<file path="config.mk">
export PLATFORM = sky130hd
export DESIGN_NAME = pipe_ctrl
export DESIGN_NICKNAME = d
export VERILOG_FILES = /design/src/rtl/pipe_ctrl.sv
export SDC_FILE = /design/constraint.sdc
export NUM_CORES = 1
export LEC_CHECK = 0
export CORE_ASPECT_RATIO = 1.75
export CORE_MARGIN = 1.5
export CORE_UTILIZATION = 37
export CTS_BUF_LIST = sky130_fd_sc_hd__clkbuf_16
export CTS_CLUSTER_DIAMETER = 200
export DETAILED_ROUTE_END_ITERATION = 7
export GPL_TIMING_DRIVEN = 0
export PLACE_DENSITY = 0.58
export SYNTH_ARGS = -nofsm -noshare
export SYNTH_HDL_FRONTEND = slang
export SYNTH_SLANG_ARGS = --single-unit
</file>
<file path="constraint.sdc">
create_clock -name clk -period 3.5 [get_ports clk]
set_input_delay 0.35 -clock clk [delete_from_list [all_inputs] [get_ports clk]]
set_output_delay 0.35 -clock clk [all_outputs]
set_load 0.03 [all_outputs]
</file>
<file path="src/rtl/pipe_ctrl.sv">
// pipe_ctrl: 5-stage pipeline sequencing (stall/flush/mem-wait) controller.
// Ports: clk/reset, hazard reqs, imem/dmem ready -> stage write/flush, perf ctrs.
module pipe_ctrl #(
  parameter int BOOT_CYCLES = 2,
  parameter int MEM_TIMEOUT = 255,
  parameter int CNT_W       = 32
) (
  input  logic             clk,
  input  logic             reset,
  input  logic             stall,
  input  logic             do_flush,
  input  logic             imem_ready,
  input  logic             MEM_mem_access,
  input  logic             dmem_ready,
  output logic             pc_write,
  output logic             IF_ID_write,
  output logic             ID_EX_write,
  output logic             EX_MEM_write,
  output logic             MEM_WB_write,
  output logic             IF_ID_flush,
  output logic             ID_EX_flush,
  output logic             EX_MEM_flush,
  output logic             MEM_WB_flush,
  output logic             mem_timeout,
  output logic [CNT_W-1:0] stall_cycles,
  output logic [CNT_W-1:0] flush_count
);

  typedef enum logic [1:0] {
    HOLD     = 2'd0,
    RUN      = 2'd1,
    MEM_WAIT = 2'd2
  } state_t;

  localparam int BW = (BOOT_CYCLES > 1) ? $clog2(BOOT_CYCLES) : 1;
  localparam int WW = $clog2(MEM_TIMEOUT + 1);
  localparam logic [BW-1:0] BOOT_LD = BW'(BOOT_CYCLES - 1);
  localparam logic [WW-1:0] WAIT_MAX = WW'(MEM_TIMEOUT);

  state_t        state, state_nxt;
  logic [BW-1:0] boot_cnt, boot_nxt;
  logic [WW-1:0] wait_cnt, wait_nxt;
  logic          kill_fetch, kill_nxt;
  logic          flush_acc;
  logic          dmem_wait;

  assign dmem_wait = MEM_mem_access & ~dmem_ready;

  always_comb begin
    pc_write     = 1'b0;
    IF_ID_write  = 1'b0;
    ID_EX_write  = 1'b0;
    EX_MEM_write = 1'b0;
    MEM_WB_write = 1'b0;
    IF_ID_flush  = 1'b0;
    ID_EX_flush  = 1'b0;
    EX_MEM_flush = 1'b0;
    MEM_WB_flush = 1'b0;
    state_nxt    = state;
    boot_nxt     = boot_cnt;
    kill_nxt     = kill_fetch;
    flush_acc    = 1'b0;
    if (state == HOLD) begin
      IF_ID_flush  = 1'b1;
      ID_EX_flush  = 1'b1;
      EX_MEM_flush = 1'b1;
      MEM_WB_flush = 1'b1;
      if (boot_cnt == '0) state_nxt = RUN;
      else boot_nxt = boot_cnt - 1'b1;
    end else begin
      state_nxt = RUN;
      if (dmem_wait) begin
        // Requests from hazard unit stay frozen; revisit them on ready.
        MEM_WB_flush = 1'b1;
        state_nxt    = MEM_WAIT;
      end else if (do_flush) begin
        pc_write     = 1'b1;
        IF_ID_flush  = 1'b1;
        ID_EX_flush  = 1'b1;
        EX_MEM_write = 1'b1;
        MEM_WB_write = 1'b1;
        flush_acc    = 1'b1;
        // Fetch in flight on the old path must be dropped when it lands.
        kill_nxt     = ~imem_ready;
      end else if (stall) begin
        ID_EX_flush  = 1'b1;
        EX_MEM_write = 1'b1;
        MEM_WB_write = 1'b1;
      end else if (kill_fetch || !imem_ready) begin
        IF_ID_flush  = 1'b1;
        ID_EX_write  = 1'b1;
        EX_MEM_write = 1'b1;
        MEM_WB_write = 1'b1;
        if (kill_fetch && imem_ready) kill_nxt = 1'b0;
      end else begin
        pc_write     = 1'b1;
        IF_ID_write  = 1'b1;
        ID_EX_write  = 1'b1;
        EX_MEM_write = 1'b1;
        MEM_WB_write = 1'b1;
      end
    end
  end

  always_comb begin
    wait_nxt = '0;
    if (state == MEM_WAIT)
      wait_nxt = (wait_cnt == '1) ? wait_cnt : wait_cnt + 1'b1;
  end

  always_ff @(posedge clk or posedge reset) begin
    if (reset) begin
      state      <= HOLD;
      boot_cnt   <= BOOT_LD;
      kill_fetch <= 1'b0;
      wait_cnt   <= '0;
    end else begin
      state      <= state_nxt;
      boot_cnt   <= boot_nxt;
      kill_fetch <= kill_nxt;
      wait_cnt   <= wait_nxt;
    end
  end

  always_ff @(posedge clk or posedge reset) begin
    if (reset) begin
      mem_timeout  <= 1'b0;
      stall_cycles <= '0;
      flush_count  <= '0;
    end else begin
      if (state == MEM_WAIT && wait_nxt >= WAIT_MAX)
        mem_timeout <= 1'b1;
      if (state != HOLD && !pc_write && stall_cycles != '1)
        stall_cycles <= stall_cycles + 1'b1;
      if (flush_acc && flush_count != '1)
        flush_count <= flush_count + 1'b1;
    end
  end

endmodule

</file>
==> impl_metrics.xml <==
<?xml version="1.0" encoding="UTF-8"?>
<metrics>
  <group name="outcome">
    <metric name="status" unit="">finished, final reports clean</metric>
  </group>
  <group name="placed_design">
    <metric name="portBuffers" unit="">79</metric>
    <metric name="gp_congestion" unit="">0.768</metric>
    <metric name="detailedPlacementHpwl" unit="mm">7.32</metric>
    <metric name="placed_area" unit="µm²">4900</metric>
  </group>
  <group name="critical_path">
    <metric name="slowest_delay" unit="ps">690</metric>
    <metric name="crit_path_frequent_cell" unit="">clkdlybuf4s50_1</metric>
    <metric name="arrival_time_worst_endpoint" unit="ps">2700</metric>
    <metric name="cpMaxStageDelayCell" unit="">clkdlybuf4s50_1</metric>
    <metric name="required_time_of_the_worst_setup_path" unit="ps">3150</metric>
    <metric name="cp_cell_sequence" unit="">clkdlybuf4s50_1 &gt; nand2b_1 &gt; clkbuf_1 &gt; nand2_1 &gt; nor3_1 &gt; and3_1 &gt; clkdlybuf4s50_1</metric>
    <metric name="cp-end-kind" unit="">output port</metric>
    <metric name="timing.setup.critical_path_class" unit="">in2out</metric>
    <metric name="crit_buf_inv" unit="">3</metric>
    <metric name="critical_path.startpoint_type" unit="">primary input</metric>
    <metric name="cpLargestDelayFamily" unit="">buffers and inverters</metric>
    <metric name="cp_max_fo" unit="">9</metric>
  </group>
  <group name="timing">
    <metric name="final_setup_violation_count" unit="">0</metric>
    <metric name="max_freq" unit="MHz">328</metric>
    <metric name="final_hold_viol_count" unit="">0</metric>
    <metric name="fin_skew" unit="ps">6.64</metric>
    <metric name="period_share" unit="%">87.2</metric>
    <metric name="max-slew-margin-rel" unit="%">55.5</metric>
    <metric name="timing.hold.ws" unit="ps">277</metric>
    <metric name="max_slew.worst_pin.slew" unit="ps">665</metric>
    <metric name="grt_setup_unrepaired" unit="">no</metric>
    <metric name="timing.final.crit_period" unit="ps">3050</metric>
    <metric name="report.final.slew_viol_count" unit="">0</metric>
  </group>
  <group name="logic_synthesis">
    <metric name="synthesis.area" unit="µm²">3920</metric>
    <metric name="async_reset_ff_share" unit="%">100</metric>
    <metric name="post_synthesis_mux_area_share" unit="%">1.21</metric>
    <metric name="number_of_synthesized_flops_with_an_enable_pin" unit="">0</metric>
    <metric name="post_synth_and_or_nand_nor_area_fraction" unit="%">27.8</metric>
    <metric name="synthDistinctLibCells" unit="">48</metric>
    <metric name="synth_xor_area_share" unit="%">13.2</metric>
    <metric name="synth_top_family_by_area" unit="">simple AND/OR/NAND/NOR gates</metric>
    <metric name="postSynthNetCount" unit="">395</metric>
    <metric name="synth-main-ff-cell" unit="">dfrtp_1</metric>
    <metric name="netlist_top_cells_count" unit="">76 x dfrtp_1, 38 x nand3_1, 31 x xnor2_1, 30 x nand2_1</metric>
    <metric name="netlist.top_cell.by_area" unit="">dfrtp_1</metric>
    <metric name="netlist_top_cells_area" unit="">dfrtp_1 48%, xnor2_1 6.9%, xor2_1 6.3%, nand3_1 4.8%, nand2_1 2.9%</metric>
    <metric name="synth_compound_gate_area_share" unit="%">5.39</metric>
    <metric name="ys_ff_latch" unit="">77</metric>
    <metric name="yosys.area.top_type_share" unit="%">48.5</metric>
    <metric name="post_synth_fa_ha_maj_area_fraction" unit="%">0.957</metric>
    <metric name="syn-mean-instance-area" unit="µm²">10.2</metric>
    <metric name="yosys.cell_count.top_type" unit="">dfrtp_1</metric>
    <metric name="synth.yosys.warnings" unit="">0</metric>
    <metric name="synth_sequential_area_ratio" unit="%">49.2</metric>
    <metric name="post_synth_inst_count" unit="">385</metric>
  </group>
  <group name="grt">
    <metric name="grt_first_pass_wirelength" unit="mm">16.3</metric>
    <metric name="grt_start_max_net_pins" unit="">67</metric>
    <metric name="first_global_vias" unit="">3272</metric>
    <metric name="grt_use_met2" unit="%">33.1</metric>
    <metric name="grt_use_met1" unit="%">21.4</metric>
    <metric name="busiest_layer" unit="">met2</metric>
    <metric name="globalRouteMet3Util" unit="%">4.47</metric>
    <metric name="antenna_found_initial" unit="">0</metric>
    <metric name="groute.usage.overall" unit="%">18.8</metric>
    <metric name="grt-ovfl-total" unit="">0</metric>
  </group>
  <group name="floorplan">
    <metric name="die_w" unit="µm">80.8</metric>
    <metric name="row_count" unit="">49</metric>
    <metric name="total_die_area" unit="µm²">11300</metric>
    <metric name="die_height" unit="µm">139</metric>
    <metric name="core_area" unit="µm²">10300</metric>
    <metric name="ios" unit="">81</metric>
    <metric name="effective_utilization_at_floorplan" unit="%">38.1</metric>
  </group>
  <group name="cells_and_area">
    <metric name="nets" unit="">486</metric>
    <metric name="count_of_inserted_antenna_diode_cells" unit="">0</metric>
    <metric name="areaGrowthSynthToFinish" unit="%">32.7</metric>
    <metric name="finalInstanceArea" unit="µm²">5200</metric>
    <metric name="drive_gt1_share" unit="%">8.98</metric>
  </group>
  <group name="clocking">
    <metric name="cts_tree" unit="">built</metric>
    <metric name="tritoncts.num_buffers" unit="">9</metric>
    <metric name="clkSinkCount" unit="">77</metric>
    <metric name="clock_latency" unit="ps">330</metric>
    <metric name="cts_max_path_buffers" unit="">2</metric>
    <metric name="clk_transition_reported_paths" unit="ps">60</metric>
    <metric name="post-cts-setup-buffer-count" unit="">0</metric>
    <metric name="ctsRootBufferMaster" unit="">clkbuf_16</metric>
    <metric name="cts_hold_buf" unit="">0</metric>
    <metric name="htree_levels" unit="">3</metric>
    <metric name="cts_repair_resize_count" unit="">0</metric>
  </group>
  <group name="power">
    <metric name="areal_power_density_over_the_cells" unit="nW/µm²">509</metric>
    <metric name="totalPowerFinal" unit="mW">2.65</metric>
    <metric name="power_leakage" unit="nW">2.19</metric>
    <metric name="irDropWorstVdd" unit="µV">324</metric>
  </group>
  <group name="min_path">
    <metric name="worst_hold_path_type" unit="">in2async</metric>
  </group>
  <group name="job">
    <metric name="drv.max_cap_violation_count" unit="">0</metric>
  </group>
  <group name="routing">
    <metric name="drt_iter0_drc" unit="">196</metric>
    <metric name="route.detailed.drc" unit="">0</metric>
    <metric name="wl_per_cell" unit="µm">16.3</metric>
    <metric name="avgViaCountPerCell" unit="">5.34</metric>
    <metric name="residual_antenna_violating_net_count_after_detailed_routing" unit="">0</metric>
    <metric name="firstDrtPassIters" unit="">5</metric>
    <metric name="vias" unit="">3239</metric>
    <metric name="postRouteWirelength" unit="mm">9.89</metric>
  </group>
</metrics>
## cell families (layout without fill, tap and decap cells)
| logic type | after synthesis | in the layout |
|---|---|---|
| buffers and inverters | 22 | 116 |
| multiplexers | 4 | 4 |
| XOR/XNOR | 59 | 59 |
| AO/OA/AOI/OAI | 27 | 27 |
| flip-flops | 77 | 77 |
| adder cells (fa/ha/maj) | 3 | 3 |
| AND/OR/NAND/NOR | 193 | 193 |
## metal layers
metal / vias to the layer above / share of wire (%)
li1: 1561 / -
met1: 1578 / 40
met2: 84 / 54
met3: 16 / 3.9
met4: 0 / 2.3
met5: - / 0
## cell usage in the layout (no fill, tap or decap), drive strengths merged, types with 4 or more instances in the layout
cell type,n
clkdlybuf4s50,79
dfrtp,76
nand3,38
xnor2,31
nand2,31
nor2,29
xor2,28
nand4,22
nor3,20
clkbuf,15
nor4,13
inv,12
and3,10
and4,7
a31oi,7
a21oi,7
nand2b,5
buf,5
nor4b,4
## state kept, by name (all words and copies together) (netlist names)
| register | count |
|---|---|
| boot_cnt | 1 |
| flush_count | 32 |
| kill_fetch | 1 |
| mem_timeout | 1 |
| stall_cycles | 32 |
| state | 2 |
| wait_cnt | 8 |
## worst reg2reg max path, delay by kind of cell (launching register included)
| family | cells | cell delay [ps] |
|---|---|---|
| adder cells (fa/ha/maj) | 1 | 230 |
| flip-flops | 1 | 430 |
| multiplexers | 1 | 290 |
| AND/OR/NAND/NOR | 4 | 1250 |
## power by group
group          total [mW]  switching, mW  internal, mW
Clock               0.963          0.350         0.613
Sequential           1.10          0.123         0.974
Combinational       0.589          0.332         0.257
## final timing paths
check	startpoint	end	slack (ps)	cells after the start
setup / recovery	dmem_ready	IF_ID_write	450	7
hold / removal	reset	flush_count[19]$_DFFE_PP0P_	280	2
setup reg to reg	stall_cycles[0]$_DFFE_PP0P_	stall_cycles[1]$_DFFE_PP0P_	1190	6
hold reg to reg	mem_timeout$_DFFE_PP0P_	mem_timeout$_DFFE_PP0P_	470	1
max in group asynchronous	reset	boot_cnt$_DFFE_PP1P_	2610	3
min in group clk	mem_timeout$_DFFE_PP0P_	mem_timeout$_DFFE_PP0P_	470	1
## metrics by stage
stage,util (%),TNS (ps),worst slack [ps],std cells
2_1_floorplan,-,0,917,385
3_3_place_gp,47.3,-13520,-186,591
3_5_place_dp,47.6,0,494,592
4_1_cts,50.5,0,466,606
5_1_grt,50.5,0,273,606
6_report,50.5,0,449,606
## cell type report
type | instances | area [µm²]
Multi-Input combinational cell | 286 | 1900
Tap cell | 127 | 159
Timing Repair Buffer | 80 | 818
Sequential cell | 77 | 1930
Fill cell | 977 | 5090
Inverter | 12 | 47.5
Clock buffer | 9 | 225
Buffer | 10 | 47.5
Clock inverter | 5 | 77.6
Note: power is estimated with default switching activity, not from simulation.
